## config.mk

```make
export PLATFORM = sky130hd
export DESIGN_NAME = rr_mux_nx1
export DESIGN_NICKNAME = d
export VERILOG_FILES = /design/src/rtl/rr_mux_pkg.sv /design/src/rtl/rr_arbiter.sv /design/src/rtl/rr_mux_nx1.sv
export SDC_FILE = /design/constraint.sdc
export NUM_CORES = 1
export LEC_CHECK = 0
export BUFFER_PORTS_ARGS = -buffer_cell sky130_fd_sc_hd__buf_2
export CORE_MARGIN = 2
export CORE_UTILIZATION = 52
export CTS_CLUSTER_SIZE = 20
export DETAILED_ROUTE_END_ITERATION = 6
export GPL_TIMING_DRIVEN = 1
export PLACE_DENSITY_LB_ADDON = 0.1
export SKIP_LAST_GASP = 1
export SLEW_MARGIN = 20
export SYNTH_ARGS = -nofsm -noshare
export SYNTH_HDL_FRONTEND = slang
export SYNTH_SLANG_ARGS = --single-unit
```

## constraint.sdc

```tcl
create_clock -name clk -period 4.7 [get_ports clk]
set_input_delay 0.94 -clock clk [delete_from_list [all_inputs] [get_ports clk]]
set_output_delay 0.94 -clock clk [all_outputs]
set_load 0.01 [all_outputs]
```

## src/rtl/rr_mux_pkg.sv

```systemverilog
// Package shared by the rr_mux_nx1 slice.
// Contents:
//   clog2_min1(n) - index width for n channels, never less than 1 bit
//   ptr_rst(n)    - reset value of the round-robin pointer (n-1), so that
//                   channel 0 is searched first after reset
//   chan_idx_t    - channel index type for the default 4-channel build
//   PTR_RST       - pointer reset pattern for the default build
package rr_mux_pkg;

  function automatic int clog2_min1(input int n);
    return (n > 1) ? $clog2(n) : 1;
  endfunction

  function automatic int ptr_rst(input int n);
    return n - 1;
  endfunction

  localparam int N_DEFAULT  = 4;
  localparam int CW_DEFAULT = clog2_min1(N_DEFAULT);

  typedef logic [CW_DEFAULT-1:0] chan_idx_t;

  localparam chan_idx_t PTR_RST = chan_idx_t'(ptr_rst(N_DEFAULT));

endpackage

```

## src/rtl/rr_arbiter.sv

```systemverilog
// Combinational N-way arbiter.
// Ports:
//   req  in  N   request vector (one bit per channel)
//   ptr  in  CW  last granted channel; search starts at ptr+1 with wrap
//   en   in  1   grant enable; gnt is zero when en=0
//   gnt  out N   one-hot grant, or zero when nothing is requested
// Configuration macro RR_MUX_FIXED_PRIO_EN: when defined, the lowest
// requesting index always wins and ptr is ignored.
module rr_arbiter
  import rr_mux_pkg::*;
#(
  parameter int N = 4
) (
  input  logic [N-1:0]               req,
  input  logic [clog2_min1(N)-1:0]   ptr,
  input  logic                       en,
  output logic [N-1:0]               gnt
);

  logic found;

`ifdef RR_MUX_FIXED_PRIO_EN
  // Pointer has no meaning in fixed-priority mode.
  logic unused_ptr;
  assign unused_ptr = ^ptr;

  always_comb begin
    gnt   = '0;
    found = 1'b0;
    if (en) begin
      for (int i = 0; i < N; i++) begin
        if (!found && req[i]) begin
          gnt[i] = 1'b1;
          found  = 1'b1;
        end
      end
    end
  end
`else
  int idx;

  // Walk the channels starting just after the last winner, wrapping
  // around, and take the first requester encountered.
  always_comb begin
    gnt   = '0;
    found = 1'b0;
    idx   = 0;
    if (en) begin
      for (int k = 1; k <= N; k++) begin
        idx = (int'(ptr) + k) % N;
        if (!found && req[idx]) begin
          gnt[idx] = 1'b1;
          found    = 1'b1;
        end
      end
    end
  end
`endif

endmodule

```

## src/rtl/rr_mux_nx1.sv

```systemverilog
// N-to-1 channel selector with round-robin arbitration and a one-entry
// registered output buffer.
// Ports:
//   clk        in   1     rising-edge clock
//   rst        in   1     synchronous active-high reset
//   in_data    in   N*W   channel i data at [i*W +: W]
//   in_valid   in   N     channel i offers a beat
//   in_ready   out  N     channel i beat accepted this cycle (one-hot/zero)
//   out_data   out  W     buffered beat
//   out_chan   out  CW    source channel of out_data
//   out_valid  out  1     buffer holds a beat
//   out_ready  in   1     consumer takes the beat
// Configuration macro RR_MUX_FIXED_PRIO_EN: fixed lowest-index priority
// instead of round robin; the pointer then stays at its reset value.
module rr_mux_nx1
  import rr_mux_pkg::*;
#(
  parameter int N  = 4,
  parameter int W  = 4,
  parameter int CW = clog2_min1(N)
) (
  input  logic             clk,
  input  logic             rst,
  input  logic [N*W-1:0]   in_data,
  input  logic [N-1:0]     in_valid,
  output logic [N-1:0]     in_ready,
  output logic [W-1:0]     out_data,
  output logic [CW-1:0]    out_chan,
  output logic             out_valid,
  input  logic             out_ready
);

  localparam logic [CW-1:0] PTR_RST_VAL = CW'(ptr_rst(N));

  logic [W-1:0]  out_data_reg;
  logic [CW-1:0] out_chan_reg;
  logic          out_valid_reg;
  logic [CW-1:0] ptr_reg;

  logic          load;
  logic          arb_en;
  logic          xfer;
  logic [N-1:0]  gnt;
  logic [CW-1:0] gnt_idx;
  logic [W-1:0]  gnt_data;
  logic [W-1:0]  slice [N];

  genvar gi;
  generate
    for (gi = 0; gi < N; gi++) begin : g_slice
      assign slice[gi] = in_data[gi*W +: W];
    end
  endgenerate

  // The buffer can take a new beat when empty or when it is being drained
  // in this same cycle, which gives full throughput without bubbles.
  assign load   = !out_valid_reg || out_ready;
  assign arb_en = load && !rst;

  rr_arbiter #(
    .N (N)
  ) u_arb (
    .req (in_valid),
    .ptr (ptr_reg),
    .en  (arb_en),
    .gnt (gnt)
  );

  assign in_ready = gnt & {N{arb_en}};
  assign xfer     = |(in_valid & in_ready);

  // Encode the one-hot grant and pick the matching data slice.
  always_comb begin
    gnt_idx  = '0;
    gnt_data = '0;
    for (int i = 0; i < N; i++) begin
      if (gnt[i]) begin
        gnt_idx  = CW'(i);
        gnt_data = slice[i];
      end
    end
  end

  always_ff @(posedge clk) begin
    if (rst) begin
      out_data_reg  <= '0;
      out_chan_reg  <= '0;
      out_valid_reg <= 1'b0;
      ptr_reg       <= PTR_RST_VAL;
    end else if (xfer) begin
      out_data_reg  <= gnt_data;
      out_chan_reg  <= gnt_idx;
      out_valid_reg <= 1'b1;
`ifndef RR_MUX_FIXED_PRIO_EN
      ptr_reg       <= gnt_idx;
`endif
    end else if (out_ready) begin
      // Drained with nothing to refill; data/chan keep their old values.
      out_valid_reg <= 1'b0;
    end
  end

  assign out_data  = out_data_reg;
  assign out_chan  = out_chan_reg;
  assign out_valid = out_valid_reg;

endmodule
```

### Word-level counts from Yosys, hierarchy flattened

Cells that the tools add are included.
W data, S select, Z words.

| cells by class | value |
|---|---|
| magnitude comparators | 8 |
| mux-type cells | 43 |
| bitwise logic cells | 9 |
| $add $sub $neg | 4 |
| multiply operators | 0 |
| equal/unequal tests | 0 |
| div/mod/pow operators | 0 |
| reduce and logical (&&, ||, !) cells | 20 |
| shift operators | 0 |

Operator list:

| kind | count |
|---|---|
| $mux W4 | 12 |
| $mux W1 | 21 |
| $lt A3 B4 Y1 const B | 4 |
| $ge A3 B1 Y1 const B | 4 |
| $or A4 B4 Y4 | 3 |
| $and A4 B4 Y4 | 2 |
| $bmux W1 S2 | 4 |
| $demux W1 S2 | 4 |
| $logic_and A1 B1 Y1 | 8 |
| $reduce_or A2 Y1 | 4 |
| $logic_not A1 Y1 | 5 |
| $add A2 B1 Y2 const B | 2 |
| $add A2 B2 Y2 const B | 2 |
| $and A1 B1 Y1 const A | 4 |
| $mux W2 | 2 |
| $reduce_or A4 Y1 | 1 |
| $reduce_bool A2 Y1 | 1 |
| $logic_or A1 B1 Y1 | 1 |

| word-level totals | value |
|---|---|
| RAM bits | 0 |
| flip-flop bits (word level) | 9 |
| bits of input ports | 23 |
| ROM bits | 0 |
| latch bits | 0 |
| memories | 0 |
| logic and storage cells | 88 |
| output and inout port bits | 11 |

### Depth between registers and ports, before layout

| depth | value |
|---|---|
| depth after elaboration | 24 |
| mapped depth | 11 |
| mapped depth without buffers | 9 |

### Modules after synthesis

A second synthesis with hierarchy kept.

| unflattened totals | value |
|---|---|
| cell total of the unflattened synthesis | 99 |
| area, all modules | 989.7 sq um |

Modules (own cells, without submodules):

| module | cells each | instances | area an instance (sq um) | seq. area each (sq um) |
|---|---|---|---|---|
| rr_mux_nx1 | 65 | 1 | 636.9 | 180.2 |
| rr_arbiter | 34 | 1 | 352.8 | 0.0 |

### Worst setup path after synthesis

Ideal clock, no wire load.

| timing path | value |
|---|---|
| path type | input-to-output |
| start | input port in_valid[2] |
| end | output port in_ready[3] |
| slack | 1391 ps |
| stages | 6 |
| path buffers | 1 |
| arrival time | 2369 ps |
| data required time | 3760 ps |
| cells stage by stage | mux4_2 -> nor4b_4 -> and2_1 -> o21ai_0 -> buf_2 -> inv_1 |

| on the way | value |
|---|---|
| word-level cells in the longest chain between the ends | 18 |
| elaborated cells between the ends (all ways) | 36 |
| classes of those cells | 26 x mux; 4 x bitwise; 6 x reduce/logical |

Ends and longest elaborated chain:

| element | RTL line | text |
|---|---|---|
| start: declaration | rr_mux_nx1.sv:25 | `input logic [N-1:0] in_valid,` |
| $bmux W1 S2 | rr_arbiter.sv:51 | `if (!found && req[idx]) begin` |
| $mux W1 (implied by the code) (2 in series) | rr_arbiter.sv:51 |  |
| $mux W1 | rr_arbiter.sv:51 |  |
| $mux W1 | rr_arbiter.sv:48 | `if (en) begin` |
| $logic_not A1 Y1 | rr_arbiter.sv:51 |  |
| $logic_and A1 B1 Y1 | rr_arbiter.sv:51 |  |
| $mux W1 | rr_arbiter.sv:51 |  |
| $mux W1 | rr_arbiter.sv:48 |  |
| $logic_not A1 Y1 | rr_arbiter.sv:51 |  |
| $logic_and A1 B1 Y1 | rr_arbiter.sv:51 |  |
| $mux W1 | rr_arbiter.sv:51 |  |
| $mux W1 | rr_arbiter.sv:48 |  |
| $logic_not A1 Y1 | rr_arbiter.sv:51 |  |
| $logic_and A1 B1 Y1 | rr_arbiter.sv:51 |  |
| $mux W4 (*) | rr_arbiter.sv:51 |  |
| $mux W4 (*) | rr_arbiter.sv:48 |  |
| $and A4 B4 Y4 (*) | rr_mux_nx1.sv:69 | `assign in_ready = gnt & {N{arb_en}};` |
| end: declaration | rr_mux_nx1.sv:26 | `output logic [N-1:0] in_ready,` |

Every way passes the cells marked *; elsewhere a longest branch is shown, timed or not. The select of a mux whose other input is x is not followed.

### Worst setup path after layout

| timing path | value |
|---|---|
| start | register ptr_reg[0] |
| end | output port in_ready[3] |

| on the way | value |
|---|---|
| word-level cells in the longest chain between the ends | 19 |
| elaborated cells between the ends (all ways) | 68 |
| classes of those cells | 4 x add/sub; 8 x order compare; 34 x mux; 8 x bitwise; 14 x reduce/logical |

Ends and longest elaborated chain:

| element | RTL line | text |
|---|---|---|
| start: declaration | rr_mux_nx1.sv:38 | `logic [CW-1:0] ptr_reg;` |
| start signal: assignment | rr_mux_nx1.sv:95 | `ptr_reg <= gnt_idx;` |
| $add A2 B1 Y2 | rr_arbiter.sv:50 | `idx = (int'(ptr) + k) % N;` |
| $reduce_or A2 Y1 (no line) or $bmux W1 S2 (tied branches) | - |  |
| $and A1 B1 Y1 (no line) or $mux W1 (tied branches) | - |  |
| $lt A3 B4 Y1 (implied by the code), or another cell as far along | rr_arbiter.sv:52 | `gnt[idx] = 1'b1;` |
| $logic_and A1 B1 Y1 (implied by the code) or $mux W1 (tied branches) | rr_arbiter.sv:52, rr_arbiter.sv:51 |  |
| $mux W1 (on tied branches) | rr_arbiter.sv:52, rr_arbiter.sv:48 |  |
| $demux W1 S2 or $logic_not A1 Y1 (tied branches) | - |  |
| $mux W4 or $logic_and A1 B1 Y1 (tied branches) | rr_arbiter.sv:51 |  |
| [... 3 more ...] | - |  |
| $mux W4 or $logic_and A1 B1 Y1 (tied branches) | rr_arbiter.sv:48, rr_arbiter.sv:51 |  |
| $or A4 B4 Y4 (no line) or $mux W1 (tied branches) | - |  |
| $mux W4 or $mux W1 (tied branches) | rr_arbiter.sv:51, rr_arbiter.sv:48 |  |
| $mux W4 or $logic_not A1 Y1 (tied branches) | rr_arbiter.sv:48, rr_arbiter.sv:51 |  |
| $or A4 B4 Y4 (no line) or $logic_and A1 B1 Y1 (tied branches) | - |  |
| $mux W4 (*) | rr_arbiter.sv:51 |  |
| $mux W4 (*) | rr_arbiter.sv:48 |  |
| $and A4 B4 Y4 (*) | rr_mux_nx1.sv:69 |  |

Marks and branches as above.

==> impl_metrics.ini <==
[outcome]
status = finished clean

[finish]
finish.instance_area_sq_um = 1110
drive_gt1_frac = 0.353
multi_input_area_sq_um = 693
syn_to_final_growth_pct = 19.7
largest_reg_flops = 4
nFillCells = 163
area.sequential_sq_um = 180
layout.nets = 171
insertedDiodeCount = 0

[placed_design]
port_buffers = 33
placed_area_sq_um = 1080
place_hpwl_mm = 1.68
pre_cts_ws_ps = 871
gp_routability_congestion = 0.940

[cts]
cts_setup_buffers = 0
worstSkewPairLatency_ps = 260
clk_pin_slew_ps = 70
cts_resized = 0
cts_sinks = 9
cts_tree = done
cts_buffers = 3
clockBufferDepth = 2
htree_levels = 1
ctsHoldBuffers = 0
root_buffer = clkbuf_4

[run]
drv_cap = 0

[timing]
finalHoldViolCount = 0
whs_ps = 512
grt_setup_unrepaired = false
fin_crit_ps = 4010
relSlewSlack = 0.371
drv_slew = 0
fin_crit_sh = 0.854
finalSetupViolCount = 0
fin_ws_ps = 689
worst_slew_pin_slew_ps = 933
fin_setup_tns_ps = 0
fin_worst_skew_ps = 7.08
max_freq_mhz = 249

[drt]
drt-pass1-iter-count = 4
drt_wl_total_mm = 2.01
drtIter0Drc = 10
drc = 0
wl_per_cell_um = 12.2
vias_per_cell = 5.38
num_vias = 883
detail-route-antenna-nets = 0

[logic_synthesis]
avgSynthCellArea_sq_um = 8.69
synth_area_leaders = dfxtp_1 (19%), ha_1 (11%), mux4_2 (9.7%)
ys_warn_count = 0
synth-edff-count = 0
synth.top_cell.area_share = 0.194
synth_nets = 138
yosys_most_used_dff = dfxtp_1
seq_area_frac_synth = 0.194
ys_top_cells_by_count = nor2_1 (15), a21oi_1 (13), dfxtp_1 (9), ha_1 (8), nand2_1 (7)
synth_area_sq_um = 930
synthCells = 107
yosys.cell_count.top_type = nor2_1
synth_cell_types = 34
async_flop_share = 0
ys_ff_latch = 9
yosys.area.top_type = dfxtp_1

[min_path]
hold_class = flip-flop to flip-flop
worstHoldPathCells = 2

[floorplan]
die_area_sq_um = 2140
start_util = 0.544
core_sq_um = 1710
rows = 15
die_w_um = 46.3
pin_count = 34
dieHeight_um = 46.3

[setup_path]
end_kind = output pin
worstPathMaxFanout = 11
cp.required_ps = 3760
crit_type = flip-flop to output pin
worst_ep_arrival_time_ps = 3070
rr_worst_depth = 9
r2r_setup_slack_ps = 1320
cp-start-kind = flip-flop

[global_routing]
grtUsageTotal = 0.199
gr-total-overflow = 0
grt_pass1_vias = 692
grt_max_degree = 16
grt_pass1_wl_mm = 3.11
antenna_found_initial = 0

[power]
power.switching_w = 0.000272
p_seq_frac = 0.214
p_total_w = 0.000576
p_leak_nw = 0.533
clkPwrFrac = 0.104
combPwrFrac = 0.682
p_per_area_nw_per_um2 = 518
internal_power_w = 0.000304
swShare = 0.472
peakVddDrop_v = 0.000319
placed cells by master, fill, tap and decap left out:
cell type,instances
o211ai_1,1
a211oi_2,1
nor2_1,15
nand2_1,7
or2_2,1
a31o_1,4
o21bai_1,1
o2bb2ai_1,1
buf_2,33
inv_1,4
a21oi_1,13
ha_1,8
nor2b_1,5
mux4_2,4
o211ai_2,1
nand4b_4,1
nor3_2,1
nor4b_4,1
nor2_2,1
a211oi_1,1
clkinv_2,1
and2_1,3
o21a_2,1
nor3b_1,5
o21ai_0,1
a32oi_1,4
o21ai_1,1
or2_1,1
nand3b_1,2
and3_1,2
clkbuf_4,3
a2bb2oi_1,1
mux2i_1,1
dfxtp_1,9
path summary, 6_finish.rpt:
check              start           to
max reg2reg   ptr_reg[0]   ptr_reg[1]
min reg2reg  out_chan[1]  out_chan[1]
max           ptr_reg[0]  in_ready[3]
min          out_chan[1]  out_chan[1]
cell type report:
class	count	share of cell area
repair buffers	33	0.148
clock inverters	1	0.00450
clock buffers	3	0.0202
inverters	4	0.0135
flip-flops and latches	9	0.162
well taps	25	0.0281
multi-input cells	89	0.623
cells by family after synthesis:
logic type      Yosys count  synth area share
compound gates           31             0.236
fa+ha+maj                 8             0.108
flops                     9             0.194
buf+inv                   9            0.0606
simple gates             45             0.295
mux                       5             0.108
metal layers:
layer	up-vias	track usage	part of all wire
met4	0	0.0171	0.0065
met2	30	0.336	0.50
met3	2	0.0353	0.051
li1	458	-	-
met5	-	0	0
met1	393	0.273	0.44
critical path, cell delays in order, from the launching register on:
cell,delay [ps]
dfxtp_1,590
inv_1,170
ha_1,360
mux4_2,370
nor3b_1,180
o2bb2ai_1,150
o21ai_0,740
inv_1,70
buf_2,170
stage by stage:
step            util  instances
3_3_place_gp   0.635        160
4_1_cts        0.651        164
5_1_grt        0.651        164
6_report       0.651        164
2_1_floorplan      -        107
3_5_place_dp   0.635        160
power groups by stage:
stage / clock network [W] / logic [W] / registers [W]
5_1_grt: 0.0000646 / 0.000436 / 0.000128
3_3_place_gp: 0 / 0.000389 / 0.000125
3_5_place_dp: 0 / 0.000394 / 0.000125
4_1_cts: 0.0000614 / 0.000396 / 0.000124
2_1_floorplan: 0 / 0.000322 / 0.000127
6_report: 0.0000600 / 0.000393 / 0.000123
Note: power is estimated with default switching activity, not from simulation.
